==> src/rtl/exc_commit_ctrl.sv <==
// exc_commit_ctrl: exception / ERTN commit controller at the writeback boundary.
// Picks the highest-priority cause for the instruction in WB (interrupt first,
// then ADEF, INE, SYS, BRK, ALE, then ERTN). It issues the one-cycle commit
// strobes and their payload to the CSR file. It then flushes the pipeline for
// FLUSH_CYCLES cycles and holds a valid/ready redirect to IF until IF accepts it.
//
// Ports:
//   clk, resetn                  clock, synchronous active-low reset
//   ws_valid/ws_pc/ws_exc/       WB instruction: valid, PC, flags
//   ws_ertn/ws_badv                {ale,brk,sys,ine,adef}, ERTN, fault address
//   int_pending                  pre-masked interrupt request
//   csr_target_pc                CSR redirect target, valid in the commit cycle
//   exc_signal/ertn_signal       commit strobes (combinational, commit cycle only)
//   exc_ecode/exc_esubcode/      exception payload, valid with exc_signal
//   exc_pc
//   badv_we/badv                 BADV write for ADEF/ALE
//   flush                        kill in-flight stages (commit, DRAIN, REDIRECT)
//   redir_valid/redir_pc/        redirect handshake to IF
//   redir_ready
module exc_commit_ctrl #(
    parameter int unsigned FLUSH_CYCLES = 1,
    parameter bit          INT_EN       = 1'b1
) (
    input  logic        clk,
    input  logic        resetn,
    input  logic        ws_valid,
    input  logic [31:0] ws_pc,
    input  logic [4:0]  ws_exc,
    input  logic        ws_ertn,
    input  logic [31:0] ws_badv,
    input  logic        int_pending,
    input  logic [31:0] csr_target_pc,
    output logic        exc_signal,
    output logic        ertn_signal,
    output logic [5:0]  exc_ecode,
    output logic [8:0]  exc_esubcode,
    output logic [31:0] exc_pc,
    output logic        badv_we,
    output logic [31:0] badv,
    output logic        flush,
    output logic        redir_valid,
    output logic [31:0] redir_pc,
    input  logic        redir_ready
);

    localparam int unsigned CNT_W = 4;

    localparam logic [5:0] ECODE_INT  = 6'h00;
    localparam logic [5:0] ECODE_ADEF = 6'h08;
    localparam logic [5:0] ECODE_ALE  = 6'h09;
    localparam logic [5:0] ECODE_SYS  = 6'h0B;
    localparam logic [5:0] ECODE_BRK  = 6'h0C;
    localparam logic [5:0] ECODE_INE  = 6'h0D;

    typedef enum logic [1:0] {
        IDLE     = 2'd0,
        DRAIN    = 2'd1,
        REDIRECT = 2'd2
    } state_t;

    state_t             state;
    state_t             state_nxt;
    logic [CNT_W-1:0]   cnt;
    logic [CNT_W-1:0]   cnt_nxt;
    logic [31:0]        redir_pc_nxt;
    logic               int_take;
    logic               commit_ev;

    // Commit qualification; the resetn term keeps strobes quiet while in reset.
    assign int_take  = INT_EN && int_pending;
    assign commit_ev = resetn && ws_valid && (int_take || (|ws_exc) || ws_ertn);

    // State, drain counter and captured redirect target.
    always_ff @(posedge clk) begin
        if (!resetn) begin
            state    <= IDLE;
            cnt      <= '0;
            redir_pc <= '0;
        end else begin
            state    <= state_nxt;
            cnt      <= cnt_nxt;
            redir_pc <= redir_pc_nxt;
        end
    end

    // Next state, cause priority and commit/redirect outputs.
    always_comb begin
        state_nxt    = state;
        cnt_nxt      = cnt;
        redir_pc_nxt = redir_pc;
        exc_signal   = 1'b0;
        ertn_signal  = 1'b0;
        exc_ecode    = '0;
        exc_esubcode = '0;
        exc_pc       = '0;
        badv_we      = 1'b0;
        badv         = '0;
        flush        = 1'b0;
        redir_valid  = 1'b0;

        case (state)
            IDLE: begin
                if (commit_ev) begin
                    flush        = 1'b1;
                    state_nxt    = DRAIN;
                    cnt_nxt      = CNT_W'(FLUSH_CYCLES);
                    redir_pc_nxt = csr_target_pc;
                    if (int_take) begin
                        exc_signal = 1'b1;
                        exc_ecode  = ECODE_INT;
                    end else if (ws_exc[0]) begin
                        exc_signal = 1'b1;
                        exc_ecode  = ECODE_ADEF;
                        badv_we    = 1'b1;
                    end else if (ws_exc[1]) begin
                        exc_signal = 1'b1;
                        exc_ecode  = ECODE_INE;
                    end else if (ws_exc[2]) begin
                        exc_signal = 1'b1;
                        exc_ecode  = ECODE_SYS;
                    end else if (ws_exc[3]) begin
                        exc_signal = 1'b1;
                        exc_ecode  = ECODE_BRK;
                    end else if (ws_exc[4]) begin
                        exc_signal = 1'b1;
                        exc_ecode  = ECODE_ALE;
                        badv_we    = 1'b1;
                    end else begin
                        ertn_signal = 1'b1;
                    end
                    // Interrupted or faulting instruction is not retired: ERA is its own PC.
                    if (exc_signal) begin
                        exc_pc = ws_pc;
                    end
                    if (badv_we) begin
                        badv = ws_badv;
                    end
                end
            end
            DRAIN: begin
                flush   = 1'b1;
                cnt_nxt = cnt - CNT_W'(1);
                if (cnt == CNT_W'(1)) begin
                    state_nxt = REDIRECT;
                end
            end
            REDIRECT: begin
                flush       = 1'b1;
                redir_valid = 1'b1;
                if (redir_ready) begin
                    state_nxt = IDLE;
                end
            end
            default: begin
                state_nxt = IDLE;
            end
        endcase
    end

endmodule

==> config.mk <==
export PLATFORM = sky130hd
export DESIGN_NAME = exc_commit_ctrl
export DESIGN_NICKNAME = d
export VERILOG_FILES = /design/src/rtl/exc_commit_ctrl.sv
export SDC_FILE = /design/constraint.sdc
export NUM_CORES = 1
export LEC_CHECK = 0
export CORE_MARGIN = 5
export CORE_UTILIZATION = 40
export DETAILED_ROUTE_END_ITERATION = 7
export DONT_BUFFER_PORTS = 1
export SYNTH_ARGS = -nofsm -noshare
export SYNTH_HDL_FRONTEND = slang
export SYNTH_SLANG_ARGS = --single-unit
==> constraint.sdc <==
create_clock -name clk -period 4.7 [get_ports clk]
set_input_delay 0.705 -clock clk [delete_from_list [all_inputs] [get_ports clk]]
set_output_delay 0.705 -clock clk [all_outputs]
set_load 0.005 [all_outputs]
==> flow_summary.ini <==
[logic_synthesis]
syn_area_per_cell_sq_um = 7.77
synth_cells = 308
synth_seq_cells = 38
async_flop_share = 0
mappedNetlistArea_sq_um = 2390
ys_seq_area_frac = 0.318
yosys.cell_types.count = 41
synth_edf_count = 0
synth_flop_cell = dfxtp_1
ys_warn_count = 0

[final_layout]
area_growth_pct = 5.12
final_cell_mix = 64 x and2_1, 52 x nand2_1, 38 x dfxtp_1, 21 x a21oi_2, 20 x nand2_2
layout-drive-gt1-share = 0.199
fillers = 616
final_common_cell = and2_1
nNetsFinal = 413

[sta]
hold_viol = 0
setup_ws_ns = 1.38
relSlewSlack = 0.242
tightest_slew_ns = 1.13
setup_violations = 0
fin_crit_ns = 3.32
slew_violations = 0
skew_ns = 0.00578
fin_tns_setup_ns = 0
max_clock_freq_mhz = 301
min_period_over_period = 0.706
rsz0062_at_grt = no

[worst_setup_path]
end_kind = output port
timing.critical_path.slowest_stage_cell = a31oi_2
path_cells = inv_1 > ha_1 > nand3_1 > a31oi_2 > and2_1
startpoint_type = flip-flop
critPathMaxStageDelay_ns = 0.94
timing.setup.critical_path_class = flip-flop to output port
cp_max_fo = 33
cp.required_ns = 3.99
worstPathArrival_ns = 2.61

[floorplanning]
dieArea_sq_um = 7630
die_w_um = 87.4
core-area_sq_um = 5890
ios = 223
initial_utilization = 0.407
chipHeight_um = 87.4
num_rows = 28

[detailed_routing]
drt_iter0_markers = 77
vias_per_cell = 5.30
routed_wl_mm = 8.12
drtPass1Iterations = 4
drc_errors = 0
wl_per_cell_um = 21.5
postRouteAntennaNets = 0
route.vias.total = 2002

[clock_tree]
cts_buffers = 5
cts_tree = yes
clock-root-buffer = clkbuf_8
clock-sinks = 38
hold_buffers = 0
clkTransAtPathRegs_ns = 0.08
ctsResizeCount = 0
cts_max_level = 2
post_cts_buffers = 0
insertion_delay_ns = 0.28
cts_max_path_buffers = 2

[grt]
grt_start_max_net_pins = 36
grt_pass1_vias = 1920
antenna_found_initial = 4
track_usage = 0.194
overflow = 0
grt_pass1_wl_mm = 11.2

[min_path]
hold_path.class = flip-flop to flip-flop

[power_and_ir_drop]
pwr_density_cell_nw_per_um2 = 442
ir_drop_mv = 0.309
leakagePower_nw = 0.925
p_total_mw = 1.11

[place]
pre_cts_ws_ns = 1.68
port_buffers = 0
gp_congestion = 0.831
dp_hpwl_mm = 6.69

[status]
status = finished, final reports clean

[run]
drv_cap = 0
-- power breakdown --
part | internal [mW] | switching, mW | total, mW
Combinational | 0.137 | 0.224 | 0.360
Sequential | 0.372 | 0.0507 | 0.422
Clock | 0.213 | 0.116 | 0.329
-- cell type report --
type / count / area [sq um] / area share
inverter: 10 / 37.5 / 0.0149
timing repair buffer: 5 / 37.5 / 0.0149
sequential: 38 / 761 / 0.302
tap: 75 / 93.8 / 0.0373
clock buffer: 5 / 68.8 / 0.0273
clock inverter: 3 / 68.8 / 0.0273
multi-input combinational: 240 / 1440 / 0.574
antenna: 2 / 5.00 / 0.00199
-- cells in the mapped netlist, types with 2 or more instances --
cell type / instances / share of area
nand3_1: 4 / 0.0084
nand2_2: 20 / 0.052
nor3_2: 2 / 0.0084
buf_6: 2 / 0.0094
nor3_1: 6 / 0.013
o21ai_0: 2 / 0.0042
buf_8: 2 / 0.013
nand2_1: 52 / 0.082
and2_1: 64 / 0.17
nor2_1: 7 / 0.011
buf_2: 3 / 0.0063
nand2b_1: 2 / 0.0052
clkbuf_1: 12 / 0.019
a21oi_2: 21 / 0.077
buf_4: 11 / 0.035
nand4_1: 4 / 0.010
a21oi_1: 16 / 0.033
ha_1: 6 / 0.031
dfxtp_1: 38 / 0.32
a31oi_1: 3 / 0.0078
nor4_1: 2 / 0.0052
inv_1: 9 / 0.014
nor2b_1: 2 / 0.0052
-- metrics by stage --
| step | instances | hold slack (ns) | util | cell area, sq um |
|---|---|---|---|---|
| after floorplan | 318 | 0.453 | - | 2430 |
| after global placement | 368 | 0.467 | 0.403 | 2370 |
| after detailed placement | 368 | 0.473 | 0.403 | 2370 |
| after CTS | 376 | 0.483 | 0.427 | 2510 |
| after global routing | 378 | 0.497 | 0.428 | 2520 |
| final | 378 | 0.480 | 0.428 | 2520 |
-- worst max-delay path: cells and delay by family (launching register included) --
family | cells | cell delay (ns)
fa+ha+maj | 1 | 0.40
flops | 1 | 0.35
simple gates | 2 | 0.54
compound gates | 1 | 0.94
buf+inv | 1 | 0.11
-- final timing paths --
check | slack [ns] | depth (start not counted) | from | endpoint
max reg2reg | 2.71 | 7 | state[1] | redir_pc[1]
min | 0.48 | 2 | redir_pc[22] | redir_pc[22]
max | 1.38 | 5 | state[1] | exc_pc[14]
min reg2reg | 0.48 | 2 | redir_pc[22] | redir_pc[22]
-- per-layer routing --
metal / share of wire / vias to the layer above / GRT usage
met5: 0 / - / 0
met4: 0.017 / 0 / 0.0488
met3: 0.12 / 12 / 0.0804
met2: 0.49 / 123 / 0.327
met1: 0.37 / 904 / 0.228
li1: - / 963 / -
-- logic make-up after synthesis --
logic type               synth area share
flip-flops                          0.318
multiplexers                      0.00889
buffers and inverters              0.0972
AND/OR/NAND/NOR                     0.382
adder cells (fa/ha/maj)            0.0314
AO/OA/AOI/OAI                       0.161
other                             0.00157
-- state kept, by name, summed over array words and instances (netlist names) --
name / count
cnt: 4
state: 2
redir_pc: 32
No activity file was read; power rests on OpenSTA's default activity.
